`config.mk`:
```
export PLATFORM = sky130hd
export DESIGN_NAME = dm_store_buffer
export DESIGN_NICKNAME = d
export VERILOG_FILES = /design/src/rtl/dm_store_buffer.sv
export SDC_FILE = /design/constraint.sdc
export NUM_CORES = 1
export LEC_CHECK = 0
export CORE_ASPECT_RATIO = 2
export CORE_MARGIN = 5
export CORE_UTILIZATION = 55
export CTS_BUF_LIST = sky130_fd_sc_hd__clkbuf_4 sky130_fd_sc_hd__clkbuf_8
export DETAILED_ROUTE_END_ITERATION = 16
export HOLD_SLACK_MARGIN = 0.03
export PLACE_DENSITY = 0.95
export SLEW_MARGIN = 20
export SYNTH_ARGS = -nofsm -noshare
export SYNTH_HDL_FRONTEND = slang
export SYNTH_SLANG_ARGS = --single-unit
```
`constraint.sdc`:
```
create_clock -name clk -period 10.6 [get_ports clk]
set_clock_uncertainty 0.1 [all_clocks]
set_input_delay 3.18 -clock clk [delete_from_list [all_inputs] [get_ports clk]]
set_output_delay 3.18 -clock clk [all_outputs]
set_load 0.05 [all_outputs]
```
`src/rtl/dm_store_buffer.sv`:
```
// Memory-stage store buffer: encodes sw/sh/sb into word address + byte enables,
// queues them for the data memory and forwards queued bytes to probing loads.
module dm_store_buffer #(
    parameter int DEPTH = 2
) (
    input  logic                    clk,
    input  logic                    reset,
    input  logic                    st_valid,
    input  logic [1:0]              st_sel,
    input  logic [31:0]             st_addr,
    input  logic [31:0]             st_wdata,
    output logic                    st_ready,
    output logic                    st_misalign,
    input  logic [31:0]             ld_addr,
    output logic [31:0]             ld_fwd_data,
    output logic [3:0]              ld_fwd_mask,
    output logic                    mem_req,
    output logic [31:0]             mem_addr,
    output logic [3:0]              mem_be,
    output logic [31:0]             mem_wdata,
    input  logic                    mem_ack,
    output logic [$clog2(DEPTH):0]  count
);
    localparam int PW = $clog2(DEPTH);
    localparam int CW = PW + 1;

    localparam logic [1:0] SEL_SW = 2'b00;
    localparam logic [1:0] SEL_SB = 2'b01;
    localparam logic [1:0] SEL_SH = 2'b10;

    logic [PW-1:0] wrPtrReg;
    logic [PW-1:0] rdPtrReg;
    logic [CW-1:0] countReg;

    logic [29:0] entryAddr [DEPTH];
    logic [3:0]  entryBe   [DEPTH];
    logic [31:0] entryData [DEPTH];

    logic [3:0]  encBe;
    logic [31:0] encData;
    logic        encMis;
    logic        encIsStore;
    logic        doPush;
    logic        doPop;

    // Only the word address of a load matters for forwarding.
    logic unusedLdBits;
    assign unusedLdBits = ^ld_addr[1:0];

    always_comb begin
        encBe      = 4'b0000;
        encData    = st_wdata;
        encMis     = 1'b0;
        encIsStore = 1'b1;
        case (st_sel)
            SEL_SW: begin
                encBe  = 4'b1111;
                encMis = (st_addr[1:0] != 2'b00);
            end
            SEL_SB: begin
                encBe   = 4'b0001 << st_addr[1:0];
                encData = {4{st_wdata[7:0]}};
            end
            SEL_SH: begin
                encBe   = st_addr[1] ? 4'b1100 : 4'b0011;
                encData = {2{st_wdata[15:0]}};
                encMis  = st_addr[0];
            end
            default: begin
                encIsStore = 1'b0;
            end
        endcase
    end

    assign st_misalign = st_valid & encMis;
    assign st_ready    = (countReg < CW'(DEPTH));
    assign doPush      = st_valid & st_ready & encIsStore & ~encMis;
    assign mem_req     = (countReg != '0);
    assign doPop       = mem_req & mem_ack;
    assign count       = countReg;

    always_ff @(posedge clk or negedge reset) begin
        if (!reset) begin
            wrPtrReg <= '0;
            rdPtrReg <= '0;
            countReg <= '0;
        end else begin
            if (doPush) begin
                wrPtrReg <= wrPtrReg + PW'(1);
            end
            if (doPop) begin
                rdPtrReg <= rdPtrReg + PW'(1);
            end
            case ({doPush, doPop})
                2'b10:   countReg <= countReg + CW'(1);
                2'b01:   countReg <= countReg - CW'(1);
                default: countReg <= countReg;
            endcase
        end
    end

    // Entry payload carries no reset; validity comes from the pointers and count.
    always_ff @(posedge clk) begin
        if (doPush) begin
            entryAddr[wrPtrReg] <= st_addr[31:2];
            entryBe[wrPtrReg]   <= encBe;
            entryData[wrPtrReg] <= encData;
        end
    end

    // Outputs are gated so an empty buffer presents zeros on the memory port.
    assign mem_addr  = mem_req ? {entryAddr[rdPtrReg], 2'b00} : 32'd0;
    assign mem_be    = mem_req ? entryBe[rdPtrReg] : 4'b0000;
    assign mem_wdata = mem_req ? entryData[rdPtrReg] : 32'd0;

    // Slot gi is the gi-th oldest entry; slot 0 is the head.
    logic [PW-1:0]    slotIdx [DEPTH];
    logic [DEPTH-1:0] slotHit;

    for (genvar gi = 0; gi < DEPTH; gi++) begin : g_slot
        assign slotIdx[gi] = rdPtrReg + PW'(gi);
        assign slotHit[gi] = (CW'(gi) < countReg) &&
                             (entryAddr[slotIdx[gi]] == ld_addr[31:2]);
    end

    // Walking oldest to youngest lets the youngest matching byte win.
    always_comb begin
        ld_fwd_mask = 4'b0000;
        ld_fwd_data = 32'd0;
        for (int k = 0; k < DEPTH; k++) begin
            if (slotHit[k]) begin
                for (int b = 0; b < 4; b++) begin
                    if (entryBe[slotIdx[k]][b]) begin
                        ld_fwd_mask[b]          = 1'b1;
                        ld_fwd_data[8*b +: 8]   = entryData[slotIdx[k]][8*b +: 8];
                    end
                end
            end
        end
    end

endmodule

```
**Yosys cells after proc, flatten, opt, wreduce, memory -nomap -nowiden**

Memory sizes are Yosys's and may differ from the RTL's.
Index checks and enable logic that the tools add are counted.

- Flip-flop bits (word level): 4
- Bits in writable memories: 132
- Input port bits: 102
- Output and inout bits: 109
- Memories kept: 3

- Add/subtract/negate cells: 4
- $lt $le $gt $ge: 3
- Equality and inequality tests: 6
- Shifts and indexed selects: 1
- Mux-type cells: 31
- Bitwise gates (word level): 6
- Reduce and logical (&&, ||, !) cells: 7

Memories:

| memory | depth | bits a word | read ports | clocked after Yosys merged registers in | write ports | RTL line | RTL |
|---|---|---|---|---|---|---|---|
| entryData | 2 | 32 | 2 | 0 | 1 | 37 | `logic [31:0] entryData [DEPTH];` |
| entryAddr | 2 | 30 | 2 | 0 | 1 | 35 | `logic [29:0] entryAddr [DEPTH];` |
| entryBe | 2 | 4 | 2 | 0 | 1 | 36 | `logic [3:0] entryBe [DEPTH];` |

Operators with widths:

| kind | number |
|---|---|
| $mux W32 | 4 |
| $mux W8 | 8 |
| $pmux W32 S2 | 1 |
| $eq A30 B30 Y1 | 2 |
| $mux W4 | 4 |
| $pmux W4 S3 | 1 |
| $mux W1 | 11 |
| $reduce_bool A2 Y1 | 3 |
| $and A1 B1 Y1 | 5 |
| $eq A2 B1 Y1 const B | 2 |
| $eq A2 B2 Y1 const B | 2 |
| $lt A1 B2 Y1 const A | 2 |
| $pmux W2 S2 | 1 |
| $shl A1 B2 Y4 const A | 1 |
| $reduce_or A3 Y1 | 1 |
| $add A1 B1 Y1 const B | 2 |
| $add A2 B1 Y2 const B | 1 |
| $logic_and A1 B1 Y1 | 2 |
| $logic_not A2 Y1 | 1 |
| $lt A2 B2 Y1 const B | 1 |
| $pmux W1 S2 | 1 |
| $sub A2 B1 Y2 const B | 1 |
| $not A1 Y1 | 1 |

**Longest topological paths before layout**

- Depth in word-level cells: 7
- Depth in mapped cells: 13
- Mapped depth without buffers: 9

**Least setup slack after synthesis**

Ideal clock, no wire load.

- Kind: input-to-output
- From: input port ld_addr[31]
- To: output port ld_fwd_data[0]
- Arrival time: 5493 ps
- Data required time: 7320 ps
- Setup slack: 1827 ps
- Cell stages on the path: 9
- Cell sequence: xnor2_1 nor4_1 nand4_1 nor4_1 buf_2 and2_1 buf_2 a21oi_1 a22oi_1

- Word-level cells in the longest chain between the ends: 5

Ends and longest elaborated chain:

| element | RTL line | RTL |
|---|---|---|
| from (decl) | 14 | `input logic [31:0] ld_addr,` |
| $eq A30 B30 Y1 | 123 | `(entryAddr[slotIdx[gi]] == ld_addr[31:2]);` |
| $logic_and A1 B1 Y1 | 122 | `assign slotHit[gi] = (CW'(gi) < countReg) &&` |
| $mux W32 | 131 | `if (slotHit[k]) begin` |
| $mux W8 | 133 | `if (entryBe[slotIdx[k]][b]) begin` |
| $mux W32 * | 131 |  |
| to (decl) | 15 | `output logic [31:0] ld_fwd_data,` |

Mark *: on every way between the ends. The rest lies on a longest branch, timed or not.

**Final worst setup path**

- From: input port ld_addr[26]
- To: output port ld_fwd_data[17]

Same word-level chain as after synthesis.

==> out/summary.md <==
Adder and majority gate portion of the synthesized area: 0.0109. Dividing total power by cell area gives a power density of 296 nW/µm². The post-route fraction of the period consumed by the critical path is 0.940, and the worst ir drop on vdd is 0.203 mV. Broken down by cell family, the worst path's largest delay share belongs to simple AND/OR/NAND/NOR gates. For the I/O pin count, the log shows 211. Top achievable clock speed: 100 MHz.

The synthesized design spends more area on one cell type than any other, namely sky130_fd_sc_hd__edfxtp_1. The area added between synthesis and finish was 31.2%. Total number of vias: 6515.

After routing, the total negative slack on setup checks comes to 0 ns. The first routing iteration left 353 violations. The endpoint of the worst-slack reg-to-reg timing path was entryBe[0][0]$_DFFE_PP_. The number of hold buffers added after CTS was 0. The remaining antenna violation count after routing is 0, and the number of enable-type register cells in the synthesized netlist is 132. Tightest slew margin relative to the limit: 0.360.

Setup repair after global routing left no endpoint under its margin. The core utilization of the finished layout is 0.735, and the distinct cell type count of the synthesized netlist is 49. TritonCTS built the clock tree. The number of buffers inserted during clock tree synthesis came out at 17. For the critical path arrival, the log shows 6.69 ns.

The number of instances on the worst hold path came out at 1. In this run the horizontal extent of the chip is 95.5 µm. A synthesized cell averages 11.3 µm². The via count of the first global-routing pass is 6710, and the count of input and output buffers is 206.

Together, buffers and inverters on the worst path number 2. Leaving out fill and tap cells, the most frequent cell in the layout is sky130_fd_sc_hd__clkdlybuf4s50_1. The CTS clock-pin slew for the worst setup and hold paths was 0.08 ns.

Across the whole layout, storage elements account for 4070 µm². Post-synthesis mux area share: 0.119. The top cell types in the final layout, fill and taps aside, are sky130_fd_sc_hd__clkdlybuf4s50_1, sky130_fd_sc_hd__edfxtp_1, sky130_fd_sc_hd__mux2i_1. Buffer type at the clock tree root: sky130_fd_sc_hd__clkbuf_8.

The die outline area is 17300 µm². By area the synthesized netlist is led by sky130_fd_sc_hd__edfxtp_1, sky130_fd_sc_hd__mux2i_1, sky130_fd_sc_hd__xnor2_1. The clock insertion delay at the later pin of the skew report was 0.43 ns.

The first TritonRoute pass finished after 6 iterations. The logs give 0.278 for the total global-route track usage and 62 for the total number of placement rows. The share of synthesized flip-flops with an asynchronous set or reset was 0.0294; the first-pass GRT wire length was 35.9 mm. The tools report the post-CTS resize count as 0. The pin count of the biggest net entering global routing is 69, and the placed wire-length estimate is 17.9 mm. The peak per-stage delay on the critical path works out to 0.71 ns. Data on the critical path is required at its endpoint by 7.32 ns. The most used flip-flop cell after synthesis was sky130_fd_sc_hd__edfxtp_1. The deepest clock path buffer count came out at 2.

The initial antenna violation count was 1; the actual slew at the worst max-slew pin was 0.958 ns. The synthesized netlist occupies a cell area of 8040 µm². The die extent in y came out at 181 µm.

The congestion estimate from routability-driven global placement came to 0.877. The compound-cell area share of the yosys netlist is 0.115, and the number of buffers inserted by post-CTS setup repair is 0. The net count of the finished layout is 1005. The path class of the tightest hold or removal check is flip-flop to flip-flop.

The Yosys step of the flow raised 0 warnings. The H-tree was split into 4 levels. The signal on the critical path passes through clkdlybuf4s50_1 > xor2_1 > or4b_4 > nor4_4 > nand3_1 > a22oi_2 > nand2b_1 > a22oi_1 > clkdlybuf4s50_1. The area fraction of the dominant cell type after synthesis works out to 0.493.

The run finished with clean final reports. The tree built by TritonCTS fans out to 136 sinks. For flop-to-flop paths, the worst setup slack is 7.51 ns.

The fraction of layout cells with a size suffix above 1 came out at 0.105. STA classifies the critical path startpoint as an input port. The per-cell via count in the routed design came out at 5.91. The worst hold path terminates at count[0]$_DFFE_PN0P_. The startpoint identified for the worst hold timing path is count[0]$_DFFE_PN0P_. The wire length reported by the detailed router is 23.7 mm. For the fill cell total of the finished layout, the log shows 939. In the final layout, the multi-input gates occupy 3670 µm². The share of the synthesized netlist area taken by xor and xnor gates was 0.0697. The total count of max-transition violations in the final report was 0. The worst setup path is captured at an output port. Counting flops and latches in the post-synthesis netlist gives 136.

The run gives 0 as the total setup violations reported at the end of the flow. The run gives 0 as the number of hold violations in the final report. Across the run, the number of max-cap violations was 0. Subtracting the final worst setup slack from the clock period gives 9.97 ns. The placeable core region came out at 14400 µm². In this design, the critical path's most frequently occurring cell is sky130_fd_sc_hd__clkdlybuf4s50_1.

The launch instance of the worst register-to-register path was count[1]$_DFFE_PN0P_. The starting density of the core came out at 0.560. The combinational family with the most area after synthesis is simple AND/OR/NAND/NOR gates. After detailed routing, the average wire length per cell comes to 21.5 µm.

The type of the setup path with the least slack is input port to output port. For the sequential share of the synthesized area, the log shows 0.505. The largest driver fanout on the critical path is 16.

The simple-gate share of the synthesized area is 0.139, and the static power due to leakage is 3.88 nW. Summed over all layers, the global routing overflow is 0. Total DRC errors in the routed layout: 0. The worst-case reg-to-reg path depth was 3.

For this design, the slowest cell found on the critical path is sky130_fd_sc_hd__clkdlybuf4s50_1. The run gives 709 as the number of standard cells after synthesis.
-- where the power goes --
group          total [W]  internal [W]  leakage, nW  switching (W)
registers       0.000754      0.000674         1.25      0.0000795
clock network   0.000478      0.000265        0.219       0.000213
logic            0.00189      0.000631         2.41        0.00126
total            0.00312       0.00157         3.88        0.00155
-- cell type report --
type / count / share of cell area
repair buffers: 214 / 0.195
flip-flops and latches: 136 / 0.386
well taps: 192 / 0.0228
clock buffers: 19 / 0.0236
multi-input cells: 509 / 0.348
clock inverters: 13 / 0.0185
inverters: 18 / 0.00641
diodes: 1 / 0.000237
-- cells in the mapped netlist (all sizes together) (8+ instances only) --
master	number
inv	18
xor2	13
o22ai	8
clkbuf	23
buf	24
and2	9
a22o	16
xnor2	51
nand2b	50
a22oi	35
nor4	13
mux2i	93
nand2	16
nor2	81
a21oi	69
edfxtp	132
-- per-layer routing --
layer  up-vias  part of all wire  global-route usage  routed length [µm]
met5         -                 0                   0                   0
met4         0             0.068               0.181                1600
met3        85             0.063              0.0529                1500
met2       330              0.56               0.500               13200
met1      3129              0.31               0.282                7440
li1       2971                 -                   -                   -
-- through the flow --
| stage | instance area (µm²) | hold WS, ns | std cells | worst slack (ns) | power [W] |
|---|---|---|---|---|---|
| after global placement | 10100 | 0.423 | 1069 | 0.739 | 0.00262 |
| after global routing | 10500 | 0.472 | 1102 | 0.477 | 0.00324 |
| after detailed placement | 10100 | 0.438 | 1069 | 0.590 | 0.00265 |
| final | 10500 | 0.453 | 1102 | 0.632 | 0.00312 |
| after CTS | 10500 | 0.451 | 1101 | 0.625 | 0.00313 |
| after floorplan | 8050 | 0.368 | 710 | 1.83 | 0.00209 |
-- flip-flops by register name, summed over array words and instances (netlist names) --
name / cells
count: 2
rdPtrReg: 1
wrPtrReg: 1
entryBe: 8
entryAddr: 60
entryData: 64
-- worst max path at each step --
| stage | cells past startpoint | start | end | slack [ns] |
|---|---|---|---|---|
| 5_1_grt | 9 | ld_addr[26] | ld_fwd_data[17] | 0.48 |
| 3_5_place_dp | 9 | ld_addr[26] | ld_fwd_data[17] | 0.59 |
| 6_report | 9 | ld_addr[26] | ld_fwd_data[17] | 0.63 |
| 3_3_place_gp | 9 | ld_addr[26] | ld_fwd_data[17] | 0.74 |
| 2_1_floorplan | 9 | ld_addr[31] | ld_fwd_data[0] | 1.83 |
| 4_1_cts | 9 | ld_addr[26] | ld_fwd_data[17] | 0.63 |
-- logic make-up (layout without fill, tap and decap cells) --
logic type      after synthesis  after routing
other cells                   1              3
compound gates              142            142
mux                          93             93
xor+xnor                     64             64
buf+inv                      65            264
flops                       136            136
fa+ha+maj                     7              7
simple gates                201            201
(Power assumes the default switching activity.)
